`src/rtl/chan_mux_scan_if.sv`:
```
// rtl/chan_mux_scan_if.sv - channel/consumer bus bundle for chan_mux_scan
// Optional parity signals are present when CHAN_MUX_PARITY_EN is defined.
interface chan_mux_scan_if #(
  parameter int NUM_CH = 8,
  parameter int DATA_W = 8,
  parameter int SEL_W  = $clog2(NUM_CH)
);
  logic [NUM_CH*DATA_W-1:0] din;
  logic [NUM_CH-1:0]        ch_valid;
  logic [NUM_CH-1:0]        ch_ready;
  logic                     mode;
  logic [SEL_W-1:0]         sel_in;
  logic [DATA_W-1:0]        out_data;
  logic [SEL_W-1:0]         out_sel;
  logic                     out_valid;
  logic                     out_ready;
  logic                     sel_err;
  logic                     err_clr;
`ifdef CHAN_MUX_PARITY_EN
  logic [NUM_CH-1:0]        ch_par;
  logic                     out_par_err;

  modport master (
    output din, ch_valid, mode, sel_in, out_ready, err_clr, ch_par,
    input  ch_ready, out_data, out_sel, out_valid, sel_err, out_par_err
  );
  modport slave (
    input  din, ch_valid, mode, sel_in, out_ready, err_clr, ch_par,
    output ch_ready, out_data, out_sel, out_valid, sel_err, out_par_err
  );
`else
  modport master (
    output din, ch_valid, mode, sel_in, out_ready, err_clr,
    input  ch_ready, out_data, out_sel, out_valid, sel_err
  );
  modport slave (
    input  din, ch_valid, mode, sel_in, out_ready, err_clr,
    output ch_ready, out_data, out_sel, out_valid, sel_err
  );
`endif
endinterface

```
`src/rtl/chan_mux_scan.sv`:
```
// rtl/chan_mux_scan.sv - N-channel registered mux with manual or round-robin selection
// Optional per-channel parity check enabled by CHAN_MUX_PARITY_EN.
module chan_mux_scan #(
  parameter int NUM_CH = 8,
  parameter int DATA_W = 8,
  parameter int SEL_W  = $clog2(NUM_CH)
) (
  input logic            clk,
  input logic            rst_n,
  chan_mux_scan_if.slave bus
);

  typedef enum logic {EMPTY, FULL} state_t;

  state_t             state, state_n;
  logic [SEL_W-1:0]   rr_ptr;
  logic               mode_q;
  logic [SEL_W-1:0]   start_ptr;
  logic               scan_entry;
  logic [SEL_W-1:0]   grant;
  logic               grant_ok;
  logic               sel_bad;
  logic               can_load;
  logic               load;
  logic [NUM_CH-1:0]  ready_vec;
  logic [DATA_W-1:0]  sel_data;
  int                 best_off;
  int                 off;

  // A fresh entry into scan mode searches from channel 0 in that same cycle.
  assign scan_entry = bus.mode && !mode_q;
  assign start_ptr  = scan_entry ? '0 : rr_ptr;
  assign can_load   = (state == EMPTY) || bus.out_ready;
  assign load       = can_load && grant_ok;
  assign bus.ch_ready  = ready_vec;
  assign bus.out_valid = (state == FULL);

  // Grant selection: manual index, or nearest valid channel at/after start_ptr.
  always_comb begin
    grant    = '0;
    grant_ok = 1'b0;
    sel_bad  = 1'b0;
    best_off = NUM_CH;
    off      = 0;
    if (!bus.mode) begin
      if (int'(bus.sel_in) >= NUM_CH) begin
        sel_bad = 1'b1;
      end else begin
        grant = bus.sel_in;
        for (int i = 0; i < NUM_CH; i++) begin
          if (i == int'(bus.sel_in)) grant_ok = bus.ch_valid[i];
        end
      end
    end else begin
      for (int i = 0; i < NUM_CH; i++) begin
        off = i - int'(start_ptr);
        if (off < 0) off = off + NUM_CH;
        if (bus.ch_valid[i] && (off < best_off)) begin
          best_off = off;
          grant    = SEL_W'(i);
          grant_ok = 1'b1;
        end
      end
    end
  end

  // Per-channel accept strobe and data of the granted channel.
  always_comb begin
    ready_vec = '0;
    sel_data  = '0;
    for (int i = 0; i < NUM_CH; i++) begin
      if (i == int'(grant)) begin
        ready_vec[i] = load;
        sel_data     = bus.din[i*DATA_W +: DATA_W];
      end
    end
  end

  // Output stage next state: load fills, consumer accept with no load drains.
  always_comb begin
    state_n = state;
    case (state)
      EMPTY:   if (load) state_n = FULL;
      FULL:    if (bus.out_ready && !load) state_n = EMPTY;
      default: state_n = EMPTY;
    endcase
  end

  // State register, output beat, scan pointer and mode history.
  always_ff @(posedge clk or negedge rst_n) begin
    if (!rst_n) begin
      state        <= EMPTY;
      bus.out_data <= '0;
      bus.out_sel  <= '0;
      rr_ptr       <= '0;
      mode_q       <= 1'b0;
    end else begin
      state  <= state_n;
      mode_q <= bus.mode;
      if (load) begin
        bus.out_data <= sel_data;
        bus.out_sel  <= grant;
      end
      if (load && bus.mode) begin
        rr_ptr <= (int'(grant) == NUM_CH - 1) ? '0 : grant + 1'b1;
      end else if (scan_entry) begin
        rr_ptr <= '0;
      end
    end
  end

  // Sticky bad-select flag; a new error outranks a clear in the same cycle.
  always_ff @(posedge clk or negedge rst_n) begin
    if (!rst_n) begin
      bus.sel_err <= 1'b0;
    end else if (sel_bad) begin
      bus.sel_err <= 1'b1;
    end else if (bus.err_clr) begin
      bus.sel_err <= 1'b0;
    end
  end

`ifdef CHAN_MUX_PARITY_EN
  logic sel_par;

  // Parity bit of the granted channel.
  always_comb begin
    sel_par = 1'b0;
    for (int i = 0; i < NUM_CH; i++) begin
      if (i == int'(grant)) sel_par = bus.ch_par[i];
    end
  end

  // Parity error travels and holds with the loaded beat.
  always_ff @(posedge clk or negedge rst_n) begin
    if (!rst_n) begin
      bus.out_par_err <= 1'b0;
    end else if (load) begin
      bus.out_par_err <= ^{sel_data, sel_par};
    end
  end
`endif

endmodule

```
`src/flat_wrapper.sv`:
```
// flat-port wrapper written by rule: the top's interface ports become plain ports
module chan_mux_scan_flat 
#(
  parameter int NUM_CH = 8,
  parameter int DATA_W = 8,
  parameter int SEL_W  = $clog2(NUM_CH)
)
  (clk, rst_n, bus_din, bus_ch_valid, bus_mode, bus_sel_in, bus_out_ready, bus_err_clr, bus_ch_ready, bus_out_data, bus_out_sel, bus_out_valid, bus_sel_err);
  chan_mux_scan_if #(.NUM_CH(NUM_CH), .DATA_W(DATA_W), .SEL_W(SEL_W)) bus_i ();
  input logic clk;
  input logic rst_n;
  input wire logic [$bits(bus_i.din)-1:0] bus_din;
  input wire logic [$bits(bus_i.ch_valid)-1:0] bus_ch_valid;
  input wire logic [$bits(bus_i.mode)-1:0] bus_mode;
  input wire logic [$bits(bus_i.sel_in)-1:0] bus_sel_in;
  input wire logic [$bits(bus_i.out_ready)-1:0] bus_out_ready;
  input wire logic [$bits(bus_i.err_clr)-1:0] bus_err_clr;
  output wire logic [$bits(bus_i.ch_ready)-1:0] bus_ch_ready;
  output wire logic [$bits(bus_i.out_data)-1:0] bus_out_data;
  output wire logic [$bits(bus_i.out_sel)-1:0] bus_out_sel;
  output wire logic [$bits(bus_i.out_valid)-1:0] bus_out_valid;
  output wire logic [$bits(bus_i.sel_err)-1:0] bus_sel_err;
  assign bus_i.din = bus_din;
  assign bus_i.ch_valid = bus_ch_valid;
  assign bus_i.mode = bus_mode;
  assign bus_i.sel_in = bus_sel_in;
  assign bus_i.out_ready = bus_out_ready;
  assign bus_i.err_clr = bus_err_clr;
  assign bus_ch_ready = bus_i.ch_ready;
  assign bus_out_data = bus_i.out_data;
  assign bus_out_sel = bus_i.out_sel;
  assign bus_out_valid = bus_i.out_valid;
  assign bus_sel_err = bus_i.sel_err;
  chan_mux_scan #(.NUM_CH(NUM_CH), .DATA_W(DATA_W), .SEL_W(SEL_W)) u_core (.clk(clk), .rst_n(rst_n), .bus(bus_i));
endmodule
```
`config.mk`:
```
export PLATFORM = sky130hd
export DESIGN_NAME = chan_mux_scan_flat
export DESIGN_NICKNAME = d
export VERILOG_FILES = /design/src/rtl/chan_mux_scan_if.sv /design/src/rtl/chan_mux_scan.sv /design/src/flat_wrapper.sv
export SDC_FILE = /design/constraint.sdc
export NUM_CORES = 1
export LEC_CHECK = 0
export CAP_MARGIN = 20
export CORE_ASPECT_RATIO = 0.9
export CORE_MARGIN = 4
export CORE_UTILIZATION = 51
export CTS_CLUSTER_DIAMETER = 30
export CTS_CLUSTER_SIZE = 20
export DETAILED_ROUTE_END_ITERATION = 16
export PLACE_DENSITY = 0.9
export SYNTH_ARGS = -nofsm -noshare
export SYNTH_HDL_FRONTEND = slang
export SYNTH_SLANG_ARGS = --single-unit
```
`constraint.sdc`:
```
create_clock -name clk -period 19 [get_ports clk]
set_input_delay 2.85 -clock clk [delete_from_list [all_inputs] [get_ports clk]]
set_output_delay 2.85 -clock clk [all_outputs]
set_load 0.02 [all_outputs]
```
==> results.py, run 1 <==
metrics = {
    "routing": {
        "first_pass_iters": 5,
        "viasPerCell": 6.93,
        "drcViolationCount": 0,
        "wl_um": 11400,
        "via_count": 3733,
        "ant_nets": 0,
        "wl_per_cell_um": 21.2,
        "first_iter_violations": 403,
    },
    "clock_network": {
        "cts_tree": "yes",
        "cts_buffer_depth": 2,
        "cts.sinks": 16,
        "cts-htree-levels": 1,
        "cts_hold_buf": 0,
        "path_clk_slew_ns": 0.07,
        "postCtsSetupRepairBufs": 0,
        "root_buffer": "clkbuf_8",
        "numCtsBuffers": 3,
        "cts-resized-gates": 0,
        "clk_latency_ns": 0.27,
    },
    "finish": {
        "syn_to_final_growth_pct": 34.3,
        "post-route-util_pct": 70.5,
        "final_cells": 539,
        "fin_nets": 561,
        "antenna_cells": 0,
        "drive_above_1_share_pct": 11.1,
        "n_fill_cell": 460,
    },
    "worst_setup_path": {
        "arrival_ns": 13.31,
        "setup.worst_path.end_class": "output pin",
        "slowest_stage": "o22ai_1",
        "path_class": "in -> out",
        "cpPeakStageDelay_ns": 0.79,
        "cp_max_fo": 12,
        "critPathLaunchType": "input port",
        "required_ns": 16.15,
    },
    "grt": {
        "grt_max_degree": 26,
        "antenna_found_initial": 0,
        "overflow": 0,
        "grt_pass1_wl_um": 17700,
        "grt_use_total_pct": 31.4,
        "use_met3_pct": 6.26,
        "grt_pass1_vias": 3494,
        "met1_usage_pct": 45.6,
        "use_met2_pct": 47.5,
        "busiest_layer": "met2",
    },
    "placed_design": {
        "place_inst": 535,
        "portBuffers": 98,
        "globalplace.congestion": 0.973,
        "detailed_place_hpwl_um": 8880,
    },
    "timing": {
        "drv_slew": 0,
        "setup-tns-final_ns": 0,
        "max_freq_ghz": 0.0619,
        "setup_violations": 0,
        "rsz0062_at_grt": "no",
        "worstMarginPinSlew_ns": 1.00,
        "clock-skew-final_ns": 0.00683,
        "period_share_pct": 85.1,
        "final.min_clock_period_ns": 16.16,
        "final_hold_viol_count": 0,
        "timing.slew.headroom_pct": 33.3,
    },
    "floorplanning": {
        "start_util_pct": 52.5,
        "die-area_mm2": 0.00715,
        "num_rows": 26,
        "die_x_um": 88.7,
        "die_y_um": 80.6,
        "core_area_mm2": 0.00569,
        "io_pins": 101,
    },
    "hold_path": {
        "hold_path_class": "reg -> reg",
    },
    "logic_synthesis": {
        "ys_types": 82,
        "ys_seq_area_share_pct": 13.4,
        "synthTopCellsByArea": "dfrtp_1 (13%), ha_1 (4.6%), nand2_1 (4.5%), o21ai_0 (4.4%), mux2_2 (3.8%)",
        "yosysMostFrequentCell": "nand2_1",
        "yosys_warnings": 0,
        "yosysTopAreaCellShare_pct": 13.4,
        "synth_top_cell_by_area": "dfrtp_1",
        "synthTopCellsByCount": "nand2_1 (36), o21ai_0 (26), a21oi_1 (20), nor2_1 (20)",
        "yosys_register_bits": 16,
        "synthArstFlopShare_pct": 100,
        "synth_edf_count": 0,
        "avgSynthCellArea_um2": 7.71,
        "netlist_instances": 388,
        "synthFlopType": "dfrtp_1",
        "synth_area_mm2": 0.00299,
        "synthesis.nets": 479,
    },
    "pwr": {
        "max-vdd-ir-drop_uv": 97.6,
        "p_leak_nw": 1.56,
        "total_power_mw": 0.679,
        "power_density_mw_per_mm2": 169,
    },
    "outcome": {
        "status": "finished, final reports clean",
    },
    "flow_run": {
        "maxCapViolCount": 0,
    },
}
## layer usage
metal | vias to the layer above | wire, µm
met5 | - | 0
met4 | 0 | 138
met3 | 24 | 1140
met2 | 251 | 5210
met1 | 1773 | 4920
li1 | 1685 | -
## kinds of logic after synthesis
logic type                 count (synthesis)  share of synthesized area, %
and+or+nand+nor                          137                          26.5
AOI/OAI and AO/OA                        168                          42.8
other                                      1                         0.125
adders and majority gates                 12                          4.98
muxes                                     15                          6.28
xor gates and xnor gates                   1                         0.293
buffers and inverters                     38                          5.56
DFF                                       16                          13.4
## worst paths after layout
check	from	end	slack (ns)	cells after the start
worst min register to register	u_core.bus.out_sel[1]	u_core.bus.out_sel[1]	0.52	1
min in group asynchronous	rst_n	u_core.bus.out_data[3]	3.06	1
max in group asynchronous	rst_n	u_core.rr_ptr[2]	15.42	1
worst max-delay path	bus_mode	bus_ch_ready[1]	2.84	39
worst min-delay path	u_core.bus.out_sel[1]	u_core.bus.out_sel[1]	0.52	1
worst max register to register	u_core.mode_q	u_core.bus.out_data[6]	8.34	40
## worst max-delay path: cells and delay by family
kind	cells	cell delay [ns]
mux	1	0.28
compound gates	16	4.58
fa+ha+maj	5	1.66
simple gates	12	1.95
buf+inv	5	1.96
## stage by stage
stage          hold WS (ns)  cell area [µm²]  setup WS, ns
6_report              0.517             4020          2.84
2_1_floorplan         0.636             2990          6.10
3_3_place_gp          0.492             3960          3.35
3_5_place_dp          0.499             3960          3.17
4_1_cts               0.521             4020          3.10
5_1_grt               0.541             4020          2.25
## area by class of cell
type                       instances  area, µm²  area share (%)
clock buffer                       4       55.1            1.37
inverter                          16       60.1            1.50
multi-input combinational        334       2420            60.4
sequential                        16        400            9.97
tap                               70       87.6            2.18
timing repair buffer              99        988            24.6
## placed cells by master, fill, tap and decap left out, types with 3 or more instances in the layout
| master | netlist | layout |
|---|---|---|
| ha_1 | 11 | 11 |
| o22ai_1 | 3 | 3 |
| and2_1 | 13 | 13 |
| dfrtp_1 | 16 | 16 |
| nor2_1 | 20 | 20 |
| a31o_2 | 3 | 3 |
| nand3_1 | 6 | 6 |
| o221ai_1 | 9 | 9 |
| a221o_1 | 3 | 3 |
| mux2i_1 | 3 | 3 |
| o211a_1 | 3 | 3 |
| a221oi_1 | 8 | 8 |
| nor2b_1 | 5 | 5 |
| nand2_1 | 36 | 36 |
| o21a_1 | 7 | 7 |
| clkdlybuf4s50_1 | 0 | 98 |
| a22oi_1 | 9 | 9 |
| a211oi_1 | 4 | 4 |
| nor3_1 | 7 | 7 |
| and3_1 | 9 | 9 |
| a31oi_1 | 7 | 7 |
| a41oi_1 | 3 | 3 |
| o211ai_1 | 8 | 8 |
| inv_1 | 14 | 14 |
| a21oi_1 | 20 | 20 |
| nand2b_1 | 16 | 16 |
| mux2_2 | 10 | 10 |
| o2bb2ai_1 | 8 | 8 |
| clkbuf_8 | 0 | 4 |
| o21ai_0 | 26 | 26 |
| o31ai_2 | 3 | 3 |
| a21o_1 | 10 | 10 |
| o31ai_1 | 5 | 5 |
## report_power, final
part / switching [mW] / total [mW] / leakage, nW / internal [mW]
registers: 0.00931 / 0.0592 / 0.185 / 0.0499
logic: 0.351 / 0.586 / 1.35 / 0.235
clock network: 0.0152 / 0.0337 / 0.0288 / 0.0185
total: 0.375 / 0.679 / 1.56 / 0.303
## state kept, by name, indices dropped and copies added, names as in the netlist
name / count
u_core.bus.out_data: 8
u_core.bus.out_sel: 3
u_core.bus.out_valid: 1
u_core.mode_q: 1
u_core.rr_ptr: 3
Note: power is estimated with default switching activity, not from simulation.
==> inputs of run 2 (changes only) <==
==> constraint.sdc (replaced) <==
create_clock -name clk -period 19 [get_ports clk]
set_input_delay 3.8 -clock clk [delete_from_list [all_inputs] [get_ports clk]]
set_output_delay 3.8 -clock clk [all_outputs]
set_load 0.02 [all_outputs]
==> run 2 against run 1 <==
  * Critical path depth did not move
  * Clock power barely moved
  * Largest cell class unchanged
  * Highest routed layer unchanged
  * Critical path type unchanged
  * Count of clock-buffer cells in the layout did not move
==> results.py, run 2 (synthesis gave the netlist of run 1 again) <==
metrics = {
    "floorplanning": {
        "die_x_um": 88.7,
        "start_util_pct": 52.5,
        "die-area_mm2": 0.00715,
        "die_y_um": 80.6,
        "core_area_mm2": 0.00569,
        "num_rows": 26,
        "io_pins": 101,
    },
    "timing": {
        "final.min_clock_period_ns": 18.27,
        "rsz0062_at_grt": "no",
        "fin_ws_ns": 0.732,
        "worst_hold_slack_ns": 0.522,
        "clock-skew-final_ns": 0.00234,
        "period_share_pct": 96.1,
        "max_freq_ghz": 0.0547,
        "final_hold_viol_count": 0,
        "setup_violations": 0,
        "setup-tns-final_ns": 0,
        "worstMarginPinSlew_ns": 0.974,
        "timing.slew.headroom_pct": 35.1,
        "drv_slew": 0,
    },
    "worst_setup_path": {
        "cpPeakStageDelay_ns": 0.77,
        "cp_max_fo": 12,
        "path_buf_inv": 5,
        "slowest_stage": "o22ai_1",
        "timing.rr.end": "u_core.bus.out_data[2]",
        "r2r_slack_ns": 8.15,
        "required_ns": 15.20,
        "r2r-start": "u_core.mode_q",
        "critPathLaunchType": "input port",
        "arrival_ns": 14.47,
        "cpLargestDelayFamily": "compound AO/OA/AOI/OAI gates",
        "path_class": "in -> out",
        "setup.worst_path.end_class": "output pin",
        "r2r_cells": 40,
    },
    "finish": {
        "fin_nets": 561,
        "multi_input_area_mm2": 0.00242,
        "reg_top3": "u_core.bus.out_data (8), u_core.bus.out_sel (3), u_core.rr_ptr (3)",
        "final_area_mm2": 0.00402,
        "top_register": "u_core.bus.out_data",
        "syn_to_final_growth_pct": 34.3,
        "largest_reg_flops": 8,
        "final_cell_mix": "clkdlybuf4s50_1 (98), nand2_1 (36), o21ai_0 (26), nor2_1 (20), a21oi_1 (20)",
        "post-route-util_pct": 70.5,
        "drive_above_1_share_pct": 11.1,
        "final_common_cell": "clkdlybuf4s50_1",
        "seq_area_um2": 400,
        "n_fill_cell": 457,
        "final_cells": 539,
        "antenna_cells": 0,
    },
    "clock_network": {
        "cts.sinks": 16,
        "numCtsBuffers": 3,
        "cts-resized-gates": 0,
        "root_buffer": "clkbuf_8",
        "cts_tree": "yes",
        "cts_buffer_depth": 2,
        "postCtsSetupRepairBufs": 0,
        "cts_hold_buf": 0,
        "cts-htree-levels": 1,
        "path_clk_slew_ns": 0.08,
        "clk_latency_ns": 0.26,
    },
    "placed_design": {
        "place_inst": 535,
        "detailed_place_hpwl_um": 8830,
        "place_area_mm2": 0.00396,
        "globalplace.congestion": 0.975,
        "dpl_worst_slack_ns": 1.20,
        "portBuffers": 98,
    },
    "grt": {
        "grt_max_degree": 26,
        "grt_pass1_wl_um": 17500,
        "antenna_found_initial": 0,
        "overflow": 0,
        "grt_pass1_vias": 3520,
        "grt_use_total_pct": 31.0,
    },
    "routing": {
        "first_pass_iters": 7,
        "wl_um": 11200,
        "first_iter_violations": 387,
        "viasPerCell": 6.88,
        "ant_nets": 0,
        "via_count": 3709,
        "wl_per_cell_um": 20.8,
        "drcViolationCount": 0,
    },
    "flow_run": {
        "maxCapViolCount": 0,
    },
    "pwr": {
        "p_leak_nw": 1.56,
        "total_power_mw": 0.675,
        "max-vdd-ir-drop_uv": 95.3,
        "power_density_mw_per_mm2": 168,
    },
    "hold_path": {
        "hold_end": "u_core.bus.out_sel[1]",
        "hp-start": "u_core.bus.out_sel[1]",
        "hold_path_class": "reg -> reg",
        "worstHoldPathCells": 1,
    },
    "outcome": {
        "status": "finished, final reports clean",
    },
}
## run 2: layer usage
| layer | vias up | share of wire (%) | global-route usage [%] |
|---|---|---|---|
| met5 | - | 0 | 0 |
| met4 | 0 | 2.0 | 8.01 |
| met3 | 31 | 12 | 5.85 |
| met2 | 267 | 45 | 46.4 |
| met1 | 1736 | 42 | 44.9 |
| li1 | 1675 | - | - |
## run 2: worst max path at each step
| stage | from | end | slack, ns | cells after the start |
|---|---|---|---|---|
| finish | bus_mode | bus_ch_ready[5] | 0.73 | 39 |
| global route | bus_mode | bus_ch_ready[1] | 0.29 | 39 |
| CTS | bus_mode | bus_ch_ready[2] | 1.17 | 38 |
| detailed placement | bus_mode | bus_ch_ready[2] | 1.20 | 38 |
| global placement | bus_mode | bus_ch_ready[1] | 1.44 | 39 |
| floorplan | bus_mode | bus_ch_ready[7] | 4.20 | 42 |
## run 2: where the power goes
group / internal (mW) / leakage, nW / switching, mW
Sequential: 0.0499 / 0.185 / 0.00948
Combinational: 0.235 / 1.35 / 0.347
Clock: 0.0185 / 0.0288 / 0.0152
## run 2: worst register-to-register path: cells and delay by family (launching register included)
kind,cells,cell delay [ns]
DFF,1,0.39
and+or+nand+nor,13,2.69
muxes,1,0.29
buffers and inverters,3,0.76
AOI/OAI and AO/OA,18,4.96
adders and majority gates,5,1.67
## run 2: cell type report
class                           count  area share, %
Tap cell                           70           2.18
Timing Repair Buffer               99           24.6
Sequential cell                    16           9.97
Clock buffer                        4           1.37
Multi-Input combinational cell    334           60.4
Inverter                           16           1.50
==> inputs of run 3 (changes only) <==
Settings changed: GPL_TIMING_DRIVEN set to 1.
==> results of run 3 <==
Same layout as run 2: the final DEF is identical, and so are final timing and power.
